--- src/rtl/mem_pkg.sv ---
// mem_pkg: shared funct3 encodings, FSM states and byte-enable masks for the MEM stage
package mem_pkg;
    localparam logic [2:0] F3_B  = 3'b000;
    localparam logic [2:0] F3_H  = 3'b001;
    localparam logic [2:0] F3_W  = 3'b010;
    localparam logic [2:0] F3_BU = 3'b100;
    localparam logic [2:0] F3_HU = 3'b101;
    localparam logic [3:0] BE_B  = 4'b0001;
    localparam logic [3:0] BE_H  = 4'b0011;
    localparam logic [3:0] BE_W  = 4'b1111;
    typedef enum logic [1:0] {IDLE, REQ, RESP} state_t;
endpackage

--- src/rtl/load_extend.sv ---
// load_extend: picks the addressed byte/half from a read word and sign- or zero-extends it
module load_extend
    import mem_pkg::*;
(
    input  logic [2:0]  funct3,
    input  logic [1:0]  offset,
    input  logic [31:0] rdata,
    output logic [31:0] data
);
    logic [7:0]  b;
    logic [15:0] h;
    always_comb begin
        b    = 8'(rdata >> {offset, 3'b000});
        h    = 16'(rdata >> {offset, 3'b000});
        data = funct3 == F3_B  ? {{24{b[7]}}, b}
             : funct3 == F3_BU ? {24'b0, b}
             : funct3 == F3_H  ? {{16{h[15]}}, h}
             : funct3 == F3_HU ? {16'b0, h}
             : rdata;
    end
endmodule

--- src/rtl/mem_access_unit.sv ---
// mem_access_unit: turns RV32I loads/stores into valid/ready data-memory transactions with stall and timeout
module mem_access_unit
    import mem_pkg::*;
#(
    parameter int unsigned TIMEOUT_CYCLES = 255
) (
    input  logic        clk,
    input  logic        rst,
    input  logic        M_valid,
    input  logic        M_mem_r,
    input  logic        M_mem_w,
    input  logic [2:0]  M_funct3,
    input  logic [31:0] M_alu_out,
    input  logic [31:0] M_rs2_data,
    output logic        dm_req,
    input  logic        dm_ready,
    output logic [3:0]  dm_we,
    output logic [31:0] dm_addr,
    output logic [31:0] dm_wdata,
    input  logic        dm_rvalid,
    input  logic [31:0] dm_rdata,
    output logic        mem_stall,
    output logic        mem_misalign,
    output logic        mem_bus_err,
    output logic [31:0] W_ld_data
);
    state_t      state, state_nx;
    logic [15:0] cnt;
    logic [2:0]  ld_f3;
    logic [1:0]  ld_off;
    logic        is_ld;
    logic        aligned, legal, start, busy, st_done, ld_done, tmo;
    logic [3:0]  we_nx;
    logic [31:0] wdata_nx, ext;

    load_extend u_ext (
        .funct3(ld_f3),
        .offset(ld_off),
        .rdata (dm_rdata),
        .data  (ext)
    );

    always_comb begin
        aligned  = M_funct3[1:0] == 2'b10 ? M_alu_out[1:0] == 2'b00
                 : M_funct3[0] ? !M_alu_out[0] : 1'b1;
        legal    = M_funct3[1:0] != 2'b11 && !(M_funct3[2] && (M_funct3[1] || M_mem_w));
        start    = state == IDLE && M_valid && (M_mem_r ^ M_mem_w) && aligned && legal;
        busy     = state != IDLE;
        st_done  = state == REQ && dm_ready && !is_ld;
        ld_done  = state == RESP && dm_rvalid;
        tmo      = busy && cnt == 16'(TIMEOUT_CYCLES - 1) && !st_done && !ld_done;
        we_nx    = M_mem_r ? 4'b0000
                 : 4'((M_funct3[1:0] == 2'b00 ? BE_B : M_funct3[0] ? BE_H : BE_W) << M_alu_out[1:0]);
        wdata_nx = M_funct3[1:0] == 2'b00 ? {4{M_rs2_data[7:0]}}
                 : M_funct3[0] ? {2{M_rs2_data[15:0]}} : M_rs2_data;
    end

    always_ff @(posedge clk) begin
        if (rst)
            state <= IDLE;
        else
            state <= state_nx;
    end

    always_comb begin
        state_nx = state == IDLE ? (start ? REQ : IDLE)
                 : tmo ? IDLE
                 : state == REQ ? (dm_ready ? (is_ld ? RESP : IDLE) : REQ)
                 : dm_rvalid ? IDLE : RESP;
    end

    // the timeout cycle releases the stall so the faulting instruction leaves MEM instead of restarting
    always_comb begin
        dm_req       = state == REQ;
        mem_misalign = state == IDLE && M_valid && (M_mem_r || M_mem_w) && !start;
        mem_stall    = start
                    || (state == REQ && !st_done && !tmo)
                    || (state == RESP && !dm_rvalid && !tmo);
    end

    always_ff @(posedge clk) begin
        if (rst) begin
            dm_addr     <= '0;
            dm_we       <= '0;
            dm_wdata    <= '0;
            ld_f3       <= '0;
            ld_off      <= '0;
            is_ld       <= 1'b0;
            cnt         <= '0;
            W_ld_data   <= '0;
            mem_bus_err <= 1'b0;
        end else begin
            mem_bus_err <= tmo;
            cnt         <= start ? 16'd0 : busy ? cnt + 16'd1 : cnt;
            if (start) begin
                dm_addr  <= {M_alu_out[31:2], 2'b00};
                dm_we    <= we_nx;
                dm_wdata <= wdata_nx;
                ld_f3    <= M_funct3;
                ld_off   <= M_alu_out[1:0];
                is_ld    <= M_mem_r;
            end
            if (ld_done)
                W_ld_data <= ext;
            else if (tmo && is_ld)
                W_ld_data <= '0;
        end
    end
endmodule

--- config.mk ---
export PLATFORM = sky130hd
export DESIGN_NAME = mem_access_unit
export DESIGN_NICKNAME = d
export VERILOG_FILES = /design/src/rtl/mem_pkg.sv /design/src/rtl/load_extend.sv /design/src/rtl/mem_access_unit.sv
export SDC_FILE = /design/constraint.sdc
export NUM_CORES = 1
export LEC_CHECK = 0
export CORE_UTILIZATION = 42
export CTS_BUF_LIST = sky130_fd_sc_hd__clkbuf_4
export CTS_CLUSTER_DIAMETER = 120
export DETAILED_ROUTE_END_ITERATION = 12
export GPL_TIMING_DRIVEN = 0
export PLACE_DENSITY_LB_ADDON = 0.08
export SKIP_LAST_GASP = 1
export SLEW_MARGIN = 20
export SYNTH_ARGS = -nofsm -noshare
export SYNTH_HDL_FRONTEND = slang
export SYNTH_SLANG_ARGS = --single-unit
--- constraint.sdc ---
create_clock -name clk -period 2.2 [get_ports clk]
set_clock_uncertainty 0.05 [all_clocks]
set_input_delay 0.44 -clock clk [delete_from_list [all_inputs] [get_ports clk]]
set_output_delay 0.44 -clock clk [all_outputs]
set_load 0.005 [all_outputs]
== After elaboration in Yosys (flattened, before gate mapping) ==
Index checks and enable logic that the tools add are counted.
Storage, ports and cells
  bits in registers: 123
Operators by class
  add/sub/neg operators: 1
  equality and inequality tests: 8
  shifts and indexed selects: 2
  muxes and demuxes: 20
  bitwise logic cells: 1
  reductions and logical operators: 38
Operators by type and width (number)
  $mux W32: 8
  $shr A32 B5 Y16: 1
  $logic_and A1 B1 Y1: 19
  $add A16 B1 Y16 const B: 1
  $eq A16 B8 Y1 const B: 1
  $mux W2: 6
  $mux W4: 3
  $logic_not A1 Y1: 8
  $eq A3 B3 Y1 const B: 2
  $logic_not A2 Y1: 3
  $eq A2 B2 Y1 const B: 2
  $logic_or A1 B1 Y1: 4
  $reduce_bool A2 Y1: 2
  $shl A4 B2 Y4: 1
  $eq A3 B1 Y1 const B: 1
  $logic_not A3 Y1: 1
  $mux W1: 3
  $eq A2 B1 Y1 const B: 1
  $ne A2 B2 Y1 const B: 1
  $reduce_or A2 Y1: 1
  $xor A1 B1 Y1: 1

== Depth between registers and ports, before layout ==
  depth in word-level cells: 10
  depth in mapped cells: 8
  gate-level depth less buffers: 6

== Cells and area by module ==
From an unflattened synthesis, not the netlist that was laid out.
Second synthesis, totals
  cells, all modules: 803
  area, all modules: 6306.0 um^2
Modules (own cells, without submodules)
  mem_access_unit: instances 1, cells an instance 657, area an instance 5530.3 um^2, seq. area each 2462.4 um^2
  load_extend: instances 1, cells an instance 146, area an instance 775.7 um^2, seq. area each 0.0 um^2

== Least setup slack after synthesis ==
OpenSTA, ideal clock, no wires.
  path kind: input to output
  start point: in dm_rvalid
  end point: out mem_stall
  arrival time: 1.708 ns
  data required time: 1.710 ns
  slack: 0.002 ns
  cell stages on the path: 5
  buffers on the path: 1
  cells stage by stage: and3b_2 -> or4_1 -> buf_6 -> a311oi_2 -> o21ai_0
Between the ends
  cells in the longest elaborated chain, start to end: 7
  elaborated cells between the ends (all ways): 10
  classes of those cells: reduce/logical (10)
RTL lines
  start, declared: line mem_access_unit.sv:20  | input logic dm_rvalid,
  $logic_and A1 B1 Y1: line mem_access_unit.sv:50  | ld_done = state == RESP && dm_rvalid;
  $logic_not A1 Y1: line mem_access_unit.sv:51  | tmo = busy && cnt == 16'(TIMEOUT_CYCLES - 1) && !st_done && !ld_done;
  $logic_and A1 B1 Y1: line mem_access_unit.sv:51
  $logic_not A1 Y1: line mem_access_unit.sv:77, mem_access_unit.sv:78
  $logic_and A1 B1 Y1: line mem_access_unit.sv:77  | || (state == REQ && !st_done && !tmo)
  $logic_or A1 B1 Y1: line mem_access_unit.sv:77
  $logic_or A1 B1 Y1 (*): line mem_access_unit.sv:78  | || (state == RESP && !dm_rvalid && !tmo);
  end, declared: line mem_access_unit.sv:22  | output logic mem_stall,
Every way passes the cells marked *; elsewhere a longest branch is shown, timed or not.

== Worst setup path after layout ==
  start point: in M_funct3[1]
  end point: out mem_stall
Between the ends
  cells in the longest elaborated chain, start to end: 7
  elaborated cells between the ends (all ways): 11
  classes of those cells: eq/ne (2); mux (1); reduce/logical (8)
RTL lines
  start, declared: line mem_access_unit.sv:12  | input logic [2:0] M_funct3,
  branches (longest 4 deep; another with $eq A2 B2 Y1)
  $logic_and A1 B1 Y1 (*): line mem_access_unit.sv:47  | start = state == IDLE && M_valid && (M_mem_r ^ M_mem_w) && aligned && legal;
  $logic_or A1 B1 Y1 (*): line mem_access_unit.sv:77
  $logic_or A1 B1 Y1 (*): line mem_access_unit.sv:78
Every way passes the cells marked *.

==> results_dict.tcl <==
set metrics [dict create \
    die_h_um 120.3 \
    peakVddDrop_mv 0.5477 \
    post-route-util 0.6440 \
    tns_ps -1181 \
    grt_max_degree 20 \
    cts_root_buffer "clkbuf_4" \
    path_class "primary input to output port" \
    run_status "complete, but fails checks" \
    rsz0062_at_grt "yes" \
    violations "setup timing" \
    fillers 1233 \
    synthesis.area_um2 5881 \
    antenna_found_initial 1 \
    synth-adder-area-share 0.006383 \
    drt-initial-drc-count 643 \
    track_usage 0.2691 \
    cp-end-kind "output port" \
    cap_violations 0 \
    yosysTopAreaCellShare 0.4187 \
    synth.distinct_cells 51 \
    final_net_count 1075 \
    synth.most_common_cell "dfxtp_1" \
    finalHoldViolCount 0 \
    rr_worst_depth 6 \
    hp-class "primary input to register" \
    dieArea_um2 14480 \
    clkTransAtPathRegs_ps 130 \
    hold_end "ld_off[0]" \
    clockBufferDepth 2 \
    row_count 42 \
    worstHoldStart "M_alu_out[0]" \
    via_per_inst 5.565 \
    grt-ovfl-total 0 \
    wl_per_cell_um 17.04 \
    synthMuxAreaShare 0.04766 \
    drc 0 \
    grt_pass1_vias 6156 \
    cts_sinks 123 \
    synth_xor_area_frac 0.02234 \
    required_ps 1710 \
    cts_buffers 17 \
    seq_area_frac_synth 0.4187 \
    netlist_top_cells_area "dfxtp_1 42%, o21ai_0 7.6%, a21oi_1 7.5%" \
    max_slew.worst_pin.slew_ps 745.0 \
    period_share 1.311 \
    reg2reg_slack_ps 90 \
    slew_headroom 0.5034 \
    yosys.area_share.simple 0.1568 \
    ys_async_sr_fraction 0 \
    cp_max_fo 10 \
    ant_nets 0 \
    total_power_mw 4.598 \
    hold_depth 3 \
    cts_hold_buf 0 \
    worstSetupStartpointType "primary input" \
    core_um2 13450 \
    area_growth_pct 47.32 \
    io-pin-count 210 \
    slew_viol_final 0 \
    setup_viol 12 \
    drive_gt1_frac 0.09397 \
    dr.pass1.iters 5 \
    place_congestion 0.8585 \
    post-route-min-period_ps 2885 \
    worst_r2r_endpoint "W_ld_data[19]" \
    holdWs_ps 167.6 \
    synth-edff-count 0 \
    worst_slack_ps -685.1 \
    synth-compound-area-share 0.2657 \
    reg2reg_from "cnt[11]" \
    syn_inst 726 \
    ys_ff_latch 123 \
    max_freq_ghz 0.3466 \
    synth_common_cells "123 x dfxtp_1, 89 x o21ai_0, 88 x a21oi_1" \
    cts_tree "built" \
    final_cells 1157 \
    power.density_nw_per_um2 530.8 \
    leakage_nw 2.961 \
    cp.arrival_ps 2400 \
    routed_wl_um 19710 \
    avgSynthCellArea_um2 8.100 \
    clkLatencyLatePin_ps 540 \
    dp_hpwl_um 14250 \
    ys.flop_type "dfxtp_1" \
    yosysTopAreaCell "dfxtp_1" \
    numPortBuffers 205 \
    vias 6439 \
    cts_max_level 4 \
    yosys_warnings 0 \
    grt_pass1_wl_um 30640 \
    die_w_um 120.3 \
    start_util 0.4371 \
    synth_top_family_by_area "compound AO/OA/AOI/OAI gates" \
    dp_cells 1108 \
]
[power breakdown]
group / switching, mW / total (mW) / internal [mW]
logic: 0.372 / 0.744 / 0.372
registers: 0.0267 / 2.29 / 2.27
clock network: 0.896 / 1.56 / 0.664
[logic make-up (layout without fill, tap and decap cells)]
family                     Yosys count  in the layout
AOI/OAI and AO/OA                  263            263
xor gates and xnor gates            15             15
adders and majority gates            3              3
buffers and inverters              110            362
DFF                                123            123
muxes                               28             28
other                                1              4
and+or+nand+nor                    183            183
[cell type report]
class	instances	area (um^2)	area share
Inverter	41	153.9	0.01776
Clock buffer	18	135.1	0.01560
Sequential cell	123	2472	0.2854
Clock inverter	14	130.1	0.01502
Antenna cell	2	5.005	0.0005777
Tap cell	176	220.2	0.02542
Buffer	64	321.6	0.03712
Multi-Input combinational cell	494	3034	0.3502
Timing Repair Buffer	225	2191	0.2529
[timing repair]
action | CTS | global route
pin swaps | 8 | 9
hold endpoints to repair | 0 | 0
endpoints found under the setup margin | 79 | 76
buffers inserted | 15 | 6
resized for setup | 43 | 13
gates cloned | 0 | 0
[metrics by stage]
| stage | setup slack (ps) | instance area [um^2] |
|---|---|---|
| finish | -685.1 | 8663 |
| global placement | -1471 | 8157 |
| global route | -722.7 | 8663 |
| detailed placement | -1454 | 8157 |
| CTS | -664.4 | 8630 |
| floorplan | 1.807 | 5884 |
[sequential cells by signal, indices dropped and copies added (netlist names)]
signal and cells:
dm_wdata 32, ld_f3 3, dm_we 4, W_ld_data 32
dm_addr 30, state 2, mem_bus_err 1, cnt 16
ld_off 2, is_ld 1
[worst max-delay path by stage]
stage	startpoint	end	slack, ps	cells past startpoint
finish	M_funct3[1]	mem_stall	-690	8
global placement	M_mem_r	mem_stall	-1470	10
global route	M_funct3[1]	mem_stall	-720	8
CTS	cnt[12]	mem_stall	-660	6
detailed placement	M_mem_r	mem_stall	-1450	10
floorplan	dm_rvalid	mem_stall	2	5
[per-layer routing]
layer  vias to the layer above  share of wire  GRT usage
li1                       3105              -          -
met1                      3034           0.42     0.3315
met2                       265           0.48     0.4429
met3                        35          0.079    0.08208
met4                         0          0.019    0.09568
met5                         -              0          0
[cells in the final DEF (no fill, tap or decap), types with 7 or more instances in the layout]
cell type	count
nand2b_1	7
nand2_1	37
clkdlybuf4s50_1	200
clkbuf_4	18
o21ai_0	88
xnor2_1	12
dfxtp_1	119
a311oi_1	8
o22ai_1	24
inv_1	41
mux2i_1	28
a21oi_1	88
a211oi_1	9
clkbuf_1	33
nor2b_1	18
buf_2	13
nor2_1	27
o2111ai_1	10
buf_4	25
nor3_1	10
nand3_1	56
buf_1	7
a22oi_1	12
nand4_1	8
[critical path: stages]
cell	delay [ps]
clkdlybuf4s50_1	510
o21ai_0	540
and3_4	330
buf_8	150
buf_6	110
nand2_1	70
o21ai_1	110
buf_2	140
(Power assumes the default switching activity.)
